--- src/rtl/serial_subtractor.sv ---
// Bit-serial A-B subtractor: one full-subtractor cell with a registered borrow,
// LSB first, parallel load on start and parallel result with a done pulse.
module serial_subtractor #(
   parameter int unsigned WIDTH = 8
) (
   input  logic             clk,
   input  logic             rst_n,
   input  logic             start,
   input  logic [WIDTH-1:0] a,
   input  logic [WIDTH-1:0] b,
   output logic             busy,
   output logic             done,
   output logic [WIDTH-1:0] diff,
   output logic             bout
);

   localparam int unsigned CNT_W = (WIDTH > 1) ? $clog2(WIDTH) : 1;
   localparam logic [CNT_W-1:0] LAST_BIT = CNT_W'(WIDTH - 1);

   typedef enum logic {
      IDLE = 1'b0,
      RUN  = 1'b1
   } state_t;

   state_t           state;
   logic [WIDTH-1:0] sa;
   logic [WIDTH-1:0] sb;
   logic [WIDTH-1:0] res;
   logic             br;
   logic [CNT_W-1:0] cnt;

   logic             d_c;
   logic             br_next_c;
   logic [WIDTH-1:0] res_next_c;

   // Full-subtractor cell on the current LSBs and the carried borrow
   assign d_c        = sa[0] ^ sb[0] ^ br;
   assign br_next_c  = (~sa[0] & sb[0]) | (~(sa[0] ^ sb[0]) & br);
   assign res_next_c = {d_c, res[WIDTH-1:1]};

   always_ff @(posedge clk or negedge rst_n) begin
      if (!rst_n) begin
         state <= IDLE;
         sa    <= '0;
         sb    <= '0;
         res   <= '0;
         br    <= 1'b0;
         cnt   <= '0;
         busy  <= 1'b0;
         done  <= 1'b0;
         diff  <= '0;
         bout  <= 1'b0;
      end else begin
         done <= 1'b0;
         case (state)
            IDLE: begin
               if (start) begin
                  sa    <= a;
                  sb    <= b;
                  br    <= 1'b0;
                  cnt   <= '0;
                  busy  <= 1'b1;
                  state <= RUN;
               end
            end
            RUN: begin
               // Result bits enter at the MSB so the LSB lands at bit 0 after WIDTH shifts
               res <= res_next_c;
               sa  <= sa >> 1;
               sb  <= sb >> 1;
               br  <= br_next_c;
               if (cnt == LAST_BIT) begin
                  diff  <= res_next_c;
                  bout  <= br_next_c;
                  done  <= 1'b1;
                  busy  <= 1'b0;
                  state <= IDLE;
               end else begin
                  cnt <= cnt + CNT_W'(1);
               end
            end
            default: begin
               state <= IDLE;
               busy  <= 1'b0;
            end
         endcase
      end
   end

endmodule

--- config.mk ---
export PLATFORM = sky130hd
export DESIGN_NAME = serial_subtractor
export DESIGN_NICKNAME = d
export VERILOG_FILES = /design/src/rtl/serial_subtractor.sv
export SDC_FILE = /design/constraint.sdc
export NUM_CORES = 1
export LEC_CHECK = 0
export ABC_CLOCK_PERIOD_IN_PS = 1600
export CELL_PAD_IN_SITES_DETAIL_PLACEMENT = 0
export CELL_PAD_IN_SITES_GLOBAL_PLACEMENT = 1
export CORE_ASPECT_RATIO = 0.9
export CORE_MARGIN = 5
export CORE_UTILIZATION = 37
export CTS_CLUSTER_DIAMETER = 120
export DETAILED_ROUTE_END_ITERATION = 8
export GPL_TIMING_DRIVEN = 0
export PLACE_DENSITY = 0.78
export SKIP_LAST_GASP = 1
export SLEW_MARGIN = 20
export SYNTH_ARGS = -nofsm -noshare
export SYNTH_HDL_FRONTEND = slang
export SYNTH_SLANG_ARGS = --single-unit
--- constraint.sdc ---
create_clock -name clk -period 1.6 [get_ports clk]
set_clock_uncertainty 0.15 [all_clocks]
set_input_delay 0.32 -clock clk [delete_from_list [all_inputs] [get_ports clk]]
set_output_delay 0.32 -clock clk [all_outputs]
set_load 0.01 [all_outputs]
Yosys cells after proc, flatten, opt, wreduce, memory -nomap -nowiden:

Index checks and enable logic that the tools add are counted.

* register bits: 40
* latch bits: 0
* RAM bits: 0
* memory bits (read-only): 0
* bits of input ports: 19
* output and inout port bits: 11
* logic and storage cells: 43
* memories kept: 0

* add/subtract/negate cells: 1
* multiply operators: 0
* div/mod/pow operators: 0
* order comparisons: 0
* eq/ne operators: 4
* shift operators: 0
* mux-type cells: 17
* bitwise gates (word level): 8
* reductions and logical operators: 3

Operator list (count)
* $pmux W8 S2: 2
* $mux W8: 2
* $mux W1: 7
* $mux W3: 2
* $pmux W1 S2: 3
* $pmux W3 S2: 1
* $reduce_and A2 Y1: 3
* $ne A2 B2 Y1 const B: 2
* $add A3 B1 Y3 const B: 1
* $eq A3 B3 Y1 const B: 1
* $not A1 Y1: 3
* $and A1 B1 Y1: 2
* $ne A2 B1 Y1 const B: 1
* $xor A1 B1 Y1: 2
* $or A1 B1 Y1: 1

Depth between registers and ports, before layout:

Gate-level depths: netlist of run 1.

* depth in word-level cells: 5
* depth in mapped cells: 5

Least setup slack after synthesis of run 1:

No wires, ideal clock.

* path type: register -> register
* start: reg cnt[0]
* end: reg cnt[1]
* library setup time: 0.121 ns
* data arrival time: 1.354 ns
* path slack: -0.025 ns
* cell stages (with the launch flop): 6
* path buffers: 1
* period minus slack after synthesis: 1.625 ns
* cell sequence: dfrtp_1 ha_1 ha_1 buf_6 mux2_4 a22o_1

* cells in the longest elaborated chain, start to end: 3

RTL lines
* start, declared: RTL line 30 `logic [CNT_W-1:0] cnt;`
* start signal, assigned: RTL line 79 `cnt <= cnt + CNT_W'(1);`
* $add A3 B1 Y3 or $eq A3 B3 Y1 (tied branches): RTL line 79, 72
* $mux W3 or $ne A2 B2 Y1 (tied branches)
* $pmux W3 S2 or $reduce_and A2 Y1 (tied branches)

Several ways; a longest one is shown, not always the timed one. The select of a mux whose other input is x is not followed.
A chain may end at the register's enable or synchronous reset.

Final worst setup path of run 1:

* start: reg cnt[1]
* end: reg cnt[2]

Same word-level chain as after synthesis.

==> metrics.md, run 1 <==
| Metric | Value |
|---|---|
| Detailed Route WL | `3070 um` |
| Clock Tree Buf Depth | `2` |
| Initial DRT Pass Iterations | `4` |
| Hold Path Depth | `3` |
| Synth Instances | `131` |
| Hold Path Class | `in -> reg` |
| Delay-heaviest family, CP | `adder cells` |
| IO Pins | `30` |
| Site row count | `23` |
| DRC viols | `0` |
| Register area share after synthesis | `57.1%` |
| Reg2reg end | `cnt[2]` |
| Pleak | `0.00105 uW` |
| Startpoint types | `register` |
| Clk slew on worst S/H paths | `0.08 ns` |
| Hold slack | `0.281 ns` |
| Vias post-DR | `1087` |
| Initial antenna violation count | `0` |
| Pins Over Slew Limit | `0` |
| Nets | `196` |
| First-pass GRT wire length | `5260 um` |
| Placed Area | `2090 sq um` |
| 1st-iter DRT viols | `70` |
| Non-Filler Instances | `236` |
| Setup violations, final | `1` |
| RSZ-0062 raised after global routing | `yes` |
| Port-buffer cells | `28` |
| CP arrival | `1.63 ns` |
| Maximum vdd drop | `0.624 mV` |
| CP bufs+invs | `0` |
| Tot Pwr | `3910 uW` |
| Most frequent cells in the layout | `dfrtp_1, mux2i_1, clkdlybuf4s50_1, mux2_2, nand2_1` |
| Post-route ant nets | `0` |
| Worst-Margin Slew | `0.447 ns` |
| Die Ht | `74.5 um` |
| R2R setup slack | `-0.001 ns` |
| Count of different cell masters after synthesis | `23` |
| Leading post-synthesis cells by cell area | `dfrtp_1, mux2_2, mux2i_1, nand2_1, buf_6` |
| Final Hold Viols | `0` |
| Area grow syn2layout | `30.6%` |
| Mapped Area | `1710 sq um` |
| Outcome | `finished with violations` |
| Fin worst setup slack | `-0.00119 ns` |
| Initial Utilization | `38.3%` |
| Critical path class | `reg -> reg` |
| Gr usage total | `11.5%` |
| Most common cell after layout, fill and taps aside | `dfrtp_1` |
| Grt ovf | `0` |
| H-tree level count | `2` |
| Worst Hold Launch | `start` |
| Largest net degree at the start of global routing | `23` |
| R2R depth | `4` |
| Placer Congestion | `0.738` |
| CTS tree | `built` |
| YS warnings | `0` |
| Final instance area | `2230 sq um` |
| Max-Cap Viols | `0` |
| Failing checks | `setup timing` |
| Placed insts | `222` |
| Share of layout cells above drive strength 1 | `24.1%` |
| Critical path's largest stage delay | `0.39 ns` |
| Avg Inst Size Synth | `13.0 sq um` |
| Power Density | `1750 nW/um^2` |
| Final period util | `100%` |
| Die area | `6080 sq um` |
| Synthesized net count | `154` |
| Cell Chain, Critical Path | `ha_2 -> ha_4 -> mux2_4 -> a22o_1` |
| Width of the chip | `81.6 um` |
| Vias per inst | `4.61` |
| Number of diodes | `0` |
| Core Region | `4460 sq um` |
| Critical path required time | `1.63 ns` |
| Critical Path Slowest Stage Cell | `dfrtp_1` |
| Total CTS buffers | `5` |
| Max FO, Critical Path | `5` |
| Synth top area share | `57.1%` |
| Final Critical Period | `1.60 ns` |
| Drt wl/cell | `13.0 um` |
| #FFs+latches synth | `39` |
| Hold EP | `sb[4]` |
| Clock sinks | `39` |
| CTS Root Cell | `clkbuf_8` |
| Maximum clock rate | `0.625 GHz` |
| Area leader, netlist | `dfrtp_1` |
| Reg-to-reg startpoint | `cnt[1]` |
| CP endpoint kind | `register` |
| Detailed placement HPWL | `2190 um` |
| Rel. slew slack | `70.2%` |
| Vias in the first global route | `1126` |
| Worst-Skew Late Latency | `0.29 ns` |
timing repair:
item | in CTS | in global routing
hold buffers | 1 | 0
resized for setup | 13 | 1
setup endpoints to repair | 22 | 12
gates cloned | 1 | 0
pin swaps | 2 | 1
hold endpoints to repair | 17 | 0
setup buffers | 4 | 1
worst max path at each step:
stage               startpoint  endpoint  slack [ns]  cells after the start
finish                  cnt[1]    cnt[2]      -0.001                      4
floorplan               cnt[0]    cnt[1]       0.002                      5
global placement         rst_n     sa[7]       -0.80                      1
global route            cnt[1]    cnt[2]       -0.03                      4
CTS                     cnt[1]    cnt[2]       -0.04                      5
detailed placement      cnt[0]   diff[0]       -0.09                      5
state kept, by name, summed over array words and instances, names as in the netlist:
signal	flops
sa	8
sb	8
br	1
res	7
done	1
cnt	3
diff	8
busy	1
state	1
bout	1
layout make-up:
| class | count | area [sq um] |
|---|---|---|
| sequential | 39 | 976 |
| buffer | 7 | 63.8 |
| clock inverter | 2 | 12.5 |
| clock buffer | 6 | 72.6 |
| timing repair buffer | 35 | 337 |
| fill | 404 | 2230 |
| tap | 62 | 77.6 |
| inverter | 5 | 18.8 |
| multi-input combinational | 80 | 673 |
logic make-up (layout without fill, tap and decap cells):
group	Yosys count	in the layout	synth area share, %
xor+xnor	1	1	0.513
mux	34	34	21.7
flops	39	39	57.1
compound gates	20	20	6.74
fa+ha+maj	4	4	3.37
simple gates	20	21	5.05
buf+inv	13	55	5.49
Yosys cell counts:
| cell type | number |
|---|---|
| dfrtp_1 | 39 |
| mux2i_1 | 16 |
| mux2_2 | 15 |
| nand2_1 | 14 |
| o21ai_0 | 8 |
| o21ai_1 | 6 |
| inv_1 | 5 |
| buf_6 | 4 |
| nor2_1 | 4 |
| a22o_1 | 3 |
| ha_1 | 3 |
| buf_2 | 2 |
| mux2_4 | 2 |
| a21o_1 | 1 |
| a21oi_1 | 1 |
| buf_8 | 1 |
| clkbuf_2 | 1 |
| fa_1 | 1 |
| mux2_1 | 1 |
| nand2_4 | 1 |
| nor3b_1 | 1 |
| o22ai_1 | 1 |
| xnor2_1 | 1 |
tightest hold or removal path, delay by kind of cell:
kind                   cells  cell delay (ns)
muxes                      1             0.14
buffers and inverters      1             0.13
AOI/OAI and AO/OA          1             0.08
report_power, final:
| group | internal [uW] | total (uW) | switching (uW) |
|---|---|---|---|
| logic | 918 | 1630 | 713 |
| clock network | 304 | 628 | 324 |
| registers | 1420 | 1650 | 231 |
metrics by stage:
step           setup slack [ns]  utilization (%)  TNS [ns]
2_1_floorplan           0.00160                -         0
3_3_place_gp             -0.798             46.4    -31.55
3_5_place_dp            -0.0916             46.9    -0.901
4_1_cts                 -0.0369             49.9   -0.0632
5_1_grt                 -0.0336             50.0   -0.0336
6_report               -0.00119             50.0  -0.00119
metal layers:
metal	GRT usage, %	routed length (um)
met1	14.7	1400
met2	18.8	1440
met3	3.27	201
met4	3.87	25
met5	0	0
(Power assumes the default switching activity.)
==> run 2, diff against run 1 <==
--- a/config.mk
+++ b/config.mk
@@ -6,15 +6,12 @@
 export NUM_CORES = 1
 export LEC_CHECK = 0
 export ABC_CLOCK_PERIOD_IN_PS = 1600
-export CELL_PAD_IN_SITES_DETAIL_PLACEMENT = 0
-export CELL_PAD_IN_SITES_GLOBAL_PLACEMENT = 1
 export CORE_ASPECT_RATIO = 0.9
-export CORE_MARGIN = 5
-export CORE_UTILIZATION = 37
+export CORE_UTILIZATION = 46
 export CTS_CLUSTER_DIAMETER = 120
 export DETAILED_ROUTE_END_ITERATION = 8
 export GPL_TIMING_DRIVEN = 0
-export PLACE_DENSITY = 0.78
+export PLACE_DENSITY = 0.79
 export SKIP_LAST_GASP = 1
 export SLEW_MARGIN = 20
 export SYNTH_ARGS = -nofsm -noshare
==> metrics.md, run 2 (synthesis gave the netlist of run 1 again) <==
| Metric | Value |
|---|---|
| Hold Path Class | `in -> reg` |
| Nets | `198 (+1.0%)` |
| Rel. slew slack | `79.8% (+9.6 points)` |
| Most frequent cells in the layout | `dfrtp_1, mux2i_1, clkdlybuf4s50_1, nand2_1, dlygate4sd2_1` |
| Max FO, Critical Path | `6 (+1)` |
| Register area | `976 sq um (unchanged)` |
| DRC viols | `0 (unchanged)` |
| CTS Root Cell | `clkbuf_8` |
| Detailed placement HPWL | `2160 um (-1.7%)` |
| Clock sinks | `39 (unchanged)` |
| Place WS | `-0.108 ns (-0.0164 ns)` |
| IO Pins | `30 (unchanged)` |
| Port-buffer cells | `28 (unchanged)` |
| Post-route ant nets | `0 (unchanged)` |
| Total CTS buffers | `5 (unchanged)` |
| Core Region | `3450 sq um (-23%)` |
| Vias per inst | `5.11 (+11%)` |
| Share of layout cells above drive strength 1 | `25.6% (+1.4 points)` |
| Area taken by multi-input logic gates | `701 sq um (+4.1%)` |
| Clock Tree Buf Depth | `2 (unchanged)` |
| Die area | `3960 sq um (-35%)` |
| Critical path required time | `1.63 ns (about the same)` |
| Final period util | `103% (+2.8 points)` |
| Site row count | `20 (-13%)` |
| Pleak | `0.00109 uW (+3.9%)` |
| Clk slew on worst S/H paths | `0.07 ns (about the same)` |
| Power Density | `1820 nW/um^2 (+4.1%)` |
| Launch point of the worst path | `cnt[0]` |
| Biggest regs | `diff x8, sa x8, sb x8` |
| Filler cells | `252 (-38%)` |
| CP endpoint kind | `register` |
| Critical path depth | `5 (+1)` |
| R2R depth | `5 (+1)` |
| Placed insts | `204 (-8.1%)` |
| Width of the chip | `66.2 um (-19%)` |
| Gr usage total | `20.0% (+8.6 points)` |
| Critical path's largest stage delay | `0.39 ns (about the same)` |
| R2R setup slack | `-0.05 ns (-0.04 ns)` |
| Area grow syn2layout | `32.0%` |
| Critical Path End | `cnt[2]` |
| Non-Filler Instances | `220 (-6.8%)` |
| Critical Path Slowest Stage Cell | `dfrtp_1` |
| Pins Over Slew Limit | `0 (unchanged)` |
| CTS tree | `built` |
| Placer Congestion | `0.680 (-7.9%)` |
| Hold slack | `0.270 ns (-0.0111 ns)` |
| Initial Utilization | `49.5% (+11 points)` |
| Number of diodes | `0 (unchanged)` |
| Die Ht | `59.8 um (-20%)` |
| Maximum vdd drop | `1.06 mV (+70%)` |
| H-tree level count | `2 (unchanged)` |
| Worst-Margin Slew | `0.302 ns (-0.145 ns)` |
| Vias post-DR | `1124 (+3.4%)` |
| Max-Cap Viols | `0 (unchanged)` |
| Fin worst setup slack | `-0.0454 ns (-0.0442 ns)` |
| Final Hold Viols | `0 (unchanged)` |
| Initial antenna violation count | `0 (unchanged)` |
| Failing checks | `setup timing` |
| Cell Chain, Critical Path | `ha_2 -> ha_4 -> buf_12 -> mux2_4 -> a22o_1` |
| Reg2reg end | `cnt[2]` |
| First-pass GRT wire length | `5710 um (+8.4%)` |
| CP bufs+invs | `1 (+1)` |
| Drt wl/cell | `15.6 um (+20%)` |
| CP arrival | `1.68 ns (+0.05 ns)` |
| Most common cell after layout, fill and taps aside | `dfrtp_1` |
| Vias in the first global route | `1206 (+7.1%)` |
| Grt ovf | `0 (unchanged)` |
| Largest net degree at the start of global routing | `30 (+30%)` |
| Critical path class | `reg -> reg` |
| Maximum clock rate | `0.608 GHz (-2.7%)` |
| Final Critical Period | `1.65 ns (+0.0442 ns)` |
| RSZ-0062 raised after global routing | `yes` |
| 1st-iter DRT viols | `54 (-23%)` |
| Reg-to-reg startpoint | `cnt[0]` |
| Setup violations, final | `2 (+1)` |
| Finished Core Util | `65.3% (+15 points)` |
| Initial DRT Pass Iterations | `4 (unchanged)` |
| Startpoint types | `register` |
| Delay-heaviest family, CP | `flip-flops` |
| Detailed Route WL | `3430 um (+12%)` |
| Worst-Skew Late Latency | `0.29 ns (about the same)` |
| Outcome | `finished with violations` |
## run 2: area by class of cell
class,count,area share [%]
sequential,39,43.3
clock inverter,3,0.666
buffer,8,3.72
timing repair buffer,36,14.9
multi-input combinational,80,31.1
inverter,5,0.832
tap,44,2.44
clock buffer,5,3.05
## run 2: repair_timing
action                                  CTS  global route
hold buffers                              1             0
gates cloned                              1             0
endpoints found under the setup margin   22            12
setup buffers                             4             2
pin swaps                                 2             2
hold endpoints to repair                 10             0
resized for setup                        14             8
## run 2: layer usage
metal | up-vias | wire (um) | track usage [%]
met3 | 5 | 128 | 5.34
met4 | 0 | 49 | 7.29
met1 | 561 | 1440 | 24.2
met5 | - | 0 | 0
met2 | 25 | 1810 | 34.5
li1 | 533 | - | -
## run 2: worst min-delay path by stage
stage / cells past startpoint / end / from / slack [ns]
final: 3 / sb[0] / start / 0.27
after global routing: 3 / sb[0] / start / 0.29
after CTS: 3 / sb[0] / start / 0.27
after detailed placement: 1 / diff[5] / rst_n / 0.06
after global placement: 2 / sb[0] / sb[1] / 0.31
after floorplan: 0 / bout / rst_n / -0.13
## run 2: report_power, final
part	leakage [uW]	internal, uW	switching, uW
clock	0.0000477	298	328
sequential	0.000490	1420	265
combinational	0.000556	1020	788
## run 2: worst reg2reg max path, delay by kind of cell, from the launching register on
family | cells | cell delay [ns]
AO/OA/AOI/OAI | 1 | 0.17
adder cells (fa/ha/maj) | 2 | 0.38
buffers and inverters | 1 | 0.14
flip-flops | 1 | 0.39
multiplexers | 1 | 0.31
## run 2: through the flow
step / instance area, sq um / power (uW) / setup TNS [ns]
global route: 2250 / 4410 / -0.143
global placement: 2050 / 3180 / -31.22
floorplan: 1710 / 2690 / 0
detailed placement: 2060 / 3290 / -0.934
CTS: 2200 / 3950 / -0.0346
finish: 2250 / 4110 / -0.0856
==> run 3, diff against run 2 <==
--- a/config.mk
+++ b/config.mk
@@ -5,7 +5,7 @@
 export SDC_FILE = /design/constraint.sdc
 export NUM_CORES = 1
 export LEC_CHECK = 0
-export ABC_CLOCK_PERIOD_IN_PS = 1600
+export ABC_CLOCK_PERIOD_IN_PS = 1500
 export CORE_ASPECT_RATIO = 0.9
 export CORE_UTILIZATION = 46
 export CTS_CLUSTER_DIAMETER = 120
==> constraint.sdc (replaced) <==
create_clock -name clk -period 1.5 [get_ports clk]
set_clock_uncertainty 0.15 [all_clocks]
set_input_delay 0.3 -clock clk [delete_from_list [all_inputs] [get_ports clk]]
set_output_delay 0.3 -clock clk [all_outputs]
set_load 0.01 [all_outputs]
==> metrics.md, run 3 (synthesis gave the netlist of run 1 again) <==
| Metric | Value |
|---|---|
| Site row count | `20 (unchanged)` |
| Placer Congestion | `0.690 (+1.4%)` |
| Grt ovf | `0 (unchanged)` |
| Startpoint types | `register` |
| Initial antenna violation count | `0 (unchanged)` |
| H-tree level count | `2 (unchanged)` |
| Register area | `976 sq um (unchanged)` |
| Final Hold Viols | `0 (unchanged)` |
| R2R setup slack | `-0.05 ns (about the same)` |
| CTS Root Cell | `clkbuf_8` |
| Max FO, Critical Path | `5 (-1)` |
| Hold slack | `0.260 ns (-0.0108 ns)` |
| Share of layout cells above drive strength 1 | `26.1% (+0.57 points)` |
| DRC viols | `0 (unchanged)` |
| CP endpoint kind | `register` |
| Detailed placement HPWL | `2050 um (-4.8%)` |
| Delay-heaviest family, CP | `flip-flops` |
| Outcome | `finished with violations` |
| First-pass GRT wire length | `5350 um (-6.2%)` |
| Vias post-DR | `1125 (+0.089%)` |
| Pins Over Slew Limit | `0 (unchanged)` |
| Launch point of the worst path | `cnt[1]` |
| Worst-Skew Late Latency | `0.29 ns (about the same)` |
| Rel. slew slack | `72.1% (-7.6 points)` |
| Most common cell after layout, fill and taps aside | `dfrtp_1` |
| Reg2reg end | `cnt[1]` |
| Critical path's largest stage delay | `0.42 ns (+0.03 ns)` |
| Critical Path Slowest Stage Cell | `dfrtp_1` |
| Gr usage total | `18.8% (-1.2 points)` |
| Area taken by multi-input logic gates | `717 sq um (+2.3%)` |
| Filler cells | `269 (+6.7%)` |
| Vias per inst | `5.11 (about the same)` |
| Reg-to-reg startpoint | `cnt[1]` |
| Number of diodes | `0 (unchanged)` |
| Power Density | `1920 nW/um^2 (+5.5%)` |
| Die Ht | `59.8 um (unchanged)` |
| Finished Core Util | `65.8% (+0.47 points)` |
| Width of the chip | `66.2 um (unchanged)` |
| Clock Tree Buf Depth | `2 (unchanged)` |
| Final period util | `103% (+0.32 points)` |
| Clk slew on worst S/H paths | `0.08 ns (about the same)` |
| Detailed Route WL | `3040 um (-11%)` |
| CP arrival | `1.58 ns (-0.10 ns)` |
| Hold Path Class | `in -> reg` |
| Tot Pwr | `4370 uW (+6.3%)` |
| Cell Chain, Critical Path | `ha_4 -> ha_4 -> mux2_4 -> a22o_1` |
| Biggest regs | `diff x8, sa x8, sb x8` |
| Port-buffer cells | `28 (unchanged)` |
| Fin worst setup slack | `-0.0474 ns (-0.00204 ns)` |
| Area grow syn2layout | `33.0%` |
| Max-Cap Viols | `0 (unchanged)` |
| Most frequent cells in the layout | `dfrtp_1, mux2i_1, clkdlybuf4s50_1, nand2_1` |
| Hold Path Depth | `3 (unchanged)` |
| Maximum clock rate | `0.646 GHz (+6.3%)` |
| Critical path required time | `1.54 ns (-0.09 ns)` |
| Initial DRT Pass Iterations | `4 (unchanged)` |
| Drt wl/cell | `13.8 um (-11%)` |
| Clock sinks | `39 (unchanged)` |
| Maximum vdd drop | `0.713 mV (-33%)` |
| Die area | `3960 sq um (unchanged)` |
| RSZ-0062 raised after global routing | `yes` |
| Worst-Margin Slew | `0.418 ns (+0.116 ns)` |
| R2R depth | `4 (-1)` |
| Vias in the first global route | `1129 (-6.4%)` |
| Post-route ant nets | `0 (unchanged)` |
| CTS tree | `built` |
| Most used cell, CP | `ha_4` |
| IO Pins | `30 (unchanged)` |
| 1st-iter DRT viols | `71 (+31%)` |
| Core Region | `3450 sq um (unchanged)` |
| Largest net degree at the start of global routing | `25 (-17%)` |
| Critical path depth | `4 (-1)` |
| Initial Utilization | `49.5% (unchanged)` |
| Critical Path End | `cnt[1]` |
| Nets | `198 (unchanged)` |
| Failing checks | `setup timing` |
| Critical path class | `reg -> reg` |
| Setup violations, final | `3 (+1)` |
| Total CTS buffers | `5 (unchanged)` |
| Final Critical Period | `1.55 ns (-0.0980 ns)` |
| Pleak | `0.00110 uW (+0.94%)` |
| CP bufs+invs | `0 (-1)` |
==> run 3: changes by cell type in the layout (fill, tap and decap cells not counted), sizes merged <==
cell / change
clkinv: -2
clkinvlp: +2
==> run 3: layout make-up <==
type	count	area share (%)
sequential	39	43.0
multi-input combinational	80	31.6
timing repair buffer	37	15.5
clock buffer	5	3.03
buffer	7	2.81
tap	44	2.42
clock inverter	3	0.882
inverter	5	0.826
==> run 3: repair_timing <==
item                                    CTS  global route
setup buffers                             5             2
endpoints found under the setup margin   22            12
gates resized for setup                  17             5
pin swaps                                 3             2
hold endpoints to repair                 15             0
hold buffers                              1             0
gates cloned                              1             0
==> run 3: worst min-delay path by stage <==
stage	from	to	slack (ns)
after floorplan	rst_n	bout	-0.15
after global placement	sb[2]	sb[1]	0.32
after detailed placement	rst_n	done	0.10
after CTS	start	state	0.25
after global routing	start	sb[4]	0.26
final	start	sb[0]	0.26
==> run 3: power breakdown <==
group	leakage, uW	switching (uW)	internal [uW]
sequential	0.000490	281	1510
clock	0.0000402	373	323
combinational	0.000573	763	1120
==> run 3: stage by stage <==
stage / area, sq um / setup slack, ns / setup TNS (ns) / instances
finish: 2270 / -0.0474 / -0.0863 / 220
global route: 2270 / -0.0660 / -0.291 / 220
CTS: 2240 / -0.0456 / -0.0813 / 218
global placement: 2060 / -0.853 / -34.54 / 203
floorplan: 1720 / -0.0676 / -0.713 / 131
detailed placement: 2080 / -0.170 / -1.73 / 204
==> run 3: per-layer routing <==
| layer | vias up | share of wire, % | global-route usage (%) |
|---|---|---|---|
| met5 | - | 0 | 0 |
| met4 | 0 | 1.1 | 6.08 |
| met3 | 3 | 4.8 | 7.06 |
| met2 | 31 | 47 | 29.4 |
| met1 | 554 | 47 | 24.2 |
| li1 | 537 | - | - |
==> run 3: tightest hold or removal path: stages <==
cell and delay (ns):
buf_6 0.15, mux2i_1 0.09, o21ai_0 0.13
==> variant: new RTL, settings of run 2 <==
Change the parameter `WIDTH` from 8 to 16.
--- a/src/rtl/serial_subtractor.sv
+++ b/src/rtl/serial_subtractor.sv
@@ -2,5 +2,5 @@
 // LSB first, parallel load on start and parallel result with a done pulse.
 module serial_subtractor #(
-   parameter int unsigned WIDTH = 8
+   parameter int unsigned WIDTH = 16
 ) (
    input  logic             clk,
Ports: changed (resized a, b and diff); port bits go from 30 to 54. The function was not compared with the original's and may differ.
==> variant against run 2 <==
- combinational power grew 37%
- sequential cell count is 33 higher
- count of clock-buffer cells in the layout up 7
- die area rose by 76%
- area after synthesis up 79%
- total power grew 65%
- global-route usage shrank 2.0 points
- worst setup slack better by 110 ps
- final area is 72% higher
- wire length rose by 60%
- clock power rose by 95%
- first-iteration DRC count up 120%
- critical endpoint is now diff[11]
- highest routed layer unchanged
==> variant: results <==
metrics = {
    "layout": {
        "layout-drive-gt1-share_pct": 18.87,
        "final_util_pct": 62.20,
        "reg_top3": "diff (16), sa (16), sb (16)",
    },
    "outcome": {
        "outcome": "finished, final reports clean",
    },
    "placed_design": {
        "dp_hpwl_um": 3759,
        "gp_congestion": 0.7453,
        "port_buffers": 52,
        "dp_cells": 386,
    },
    "route": {
        "wl_per_cell_um": 13.53,
        "viasPerCell": 5.030,
        "wl_met2_um": 2575,
        "drt_iter0_markers": 121,
        "routed_wl_um": 5480,
        "wl_met3_um": 184,
        "wl_met1_um": 2655,
    },
    "synth": {
        "yosysSeqAreaShare_pct": 58.99,
        "ys_top_cells_by_area": "dfrtp_1, mux2i_1, mux2_2",
        "synth_common_cells": "dfrtp_1, nand2_1, o21ai_0, mux2i_1, mux2_2",
        "synth.net_count": 283,
    },
    "clocking": {
        "numCtsBuffers": 9,
        "insertion_delay_ps": 330,
        "ctsHtreeMaxLevel": 3,
    },
    "grt": {
        "grt_pass1_vias": 2040,
        "grtUsageTotal_pct": 17.98,
        "grt_pass1_wl_um": 9535,
        "grt_max_degree": 60,
    },
}
==> variant: changes by cell type in the layout (fill, tap and decap cells not counted), moves of 14 or more <==
cell / before / now
nand2_1: 14 / 35
dfrtp_1: 39 / 72
clkdlybuf4s50_1: 16 / 32
mux2i_1: 16 / 33
mux2_2: 10 / 24
o21ai_0: 8 / 34
==> variant: cells by family after synthesis <==
group / share of synthesized area (%)
fa+ha+maj: 1.065
xor+xnor: 0.2868
buf+inv: 3.277
mux: 23.11
flops: 58.99
compound gates: 6.473
simple gates: 6.801
==> variant: timing repair <==
| item | in CTS | in global routing |
|---|---|---|
| cloned | 0 | 0 |
| endpoints found under the setup margin | 26 | 11 |
| hold buffers | 1 | 0 |
| endpoints found under the hold margin | 72 | 0 |
| pin swaps | 1 | 0 |
| gates resized for setup | 19 | 1 |
| buffers inserted | 2 | 0 |
==> variant: final cells by class <==
type | count | area share [%]
inverters | 5 | 0.4828
repair buffers | 56 | 14.06
well taps | 87 | 2.800
flip-flops and latches | 72 | 46.35
clock inverters | 4 | 0.5150
plain buffers | 15 | 2.092
clock buffers | 12 | 3.733
multi-input cells | 154 | 29.96
==> variant: layer usage <==
metal,vias up,track usage (%)
met5,-,0
met2,37,27.91
li1,983,-
met3,6,3.742
met4,0,6.885
met1,1011,24.78
==> variant: power by group <==
group          switching (mW)  internal, mW  total, mW  leakage, nW
Sequential              0.481          2.62       3.10        0.903
Clock                   0.625         0.596       1.22       0.0899
Combinational            1.14          1.33       2.47        0.853
Total                    2.25          4.55       6.79         1.85
==> variant: worst paths after layout <==
path	cells after the start	start	end	slack [ps]
worst max register to register	4	cnt[0]	diff[11]	70
worst max-delay path	4	cnt[0]	diff[11]	70
min in group clk	3	start	sa[2]	250
worst min-delay path	2	rst_n	sb[9]	230
worst min register to register	2	sa[4]	sa[3]	330
max in group asynchronous	3	rst_n	diff[1]	540
==> variant: critical path, stage by stage (launching register included) <==
cell     delay (ps)
dfrtp_1         470
ha_4            210
nand4_4         110
buf_6           180
mux2_4          300
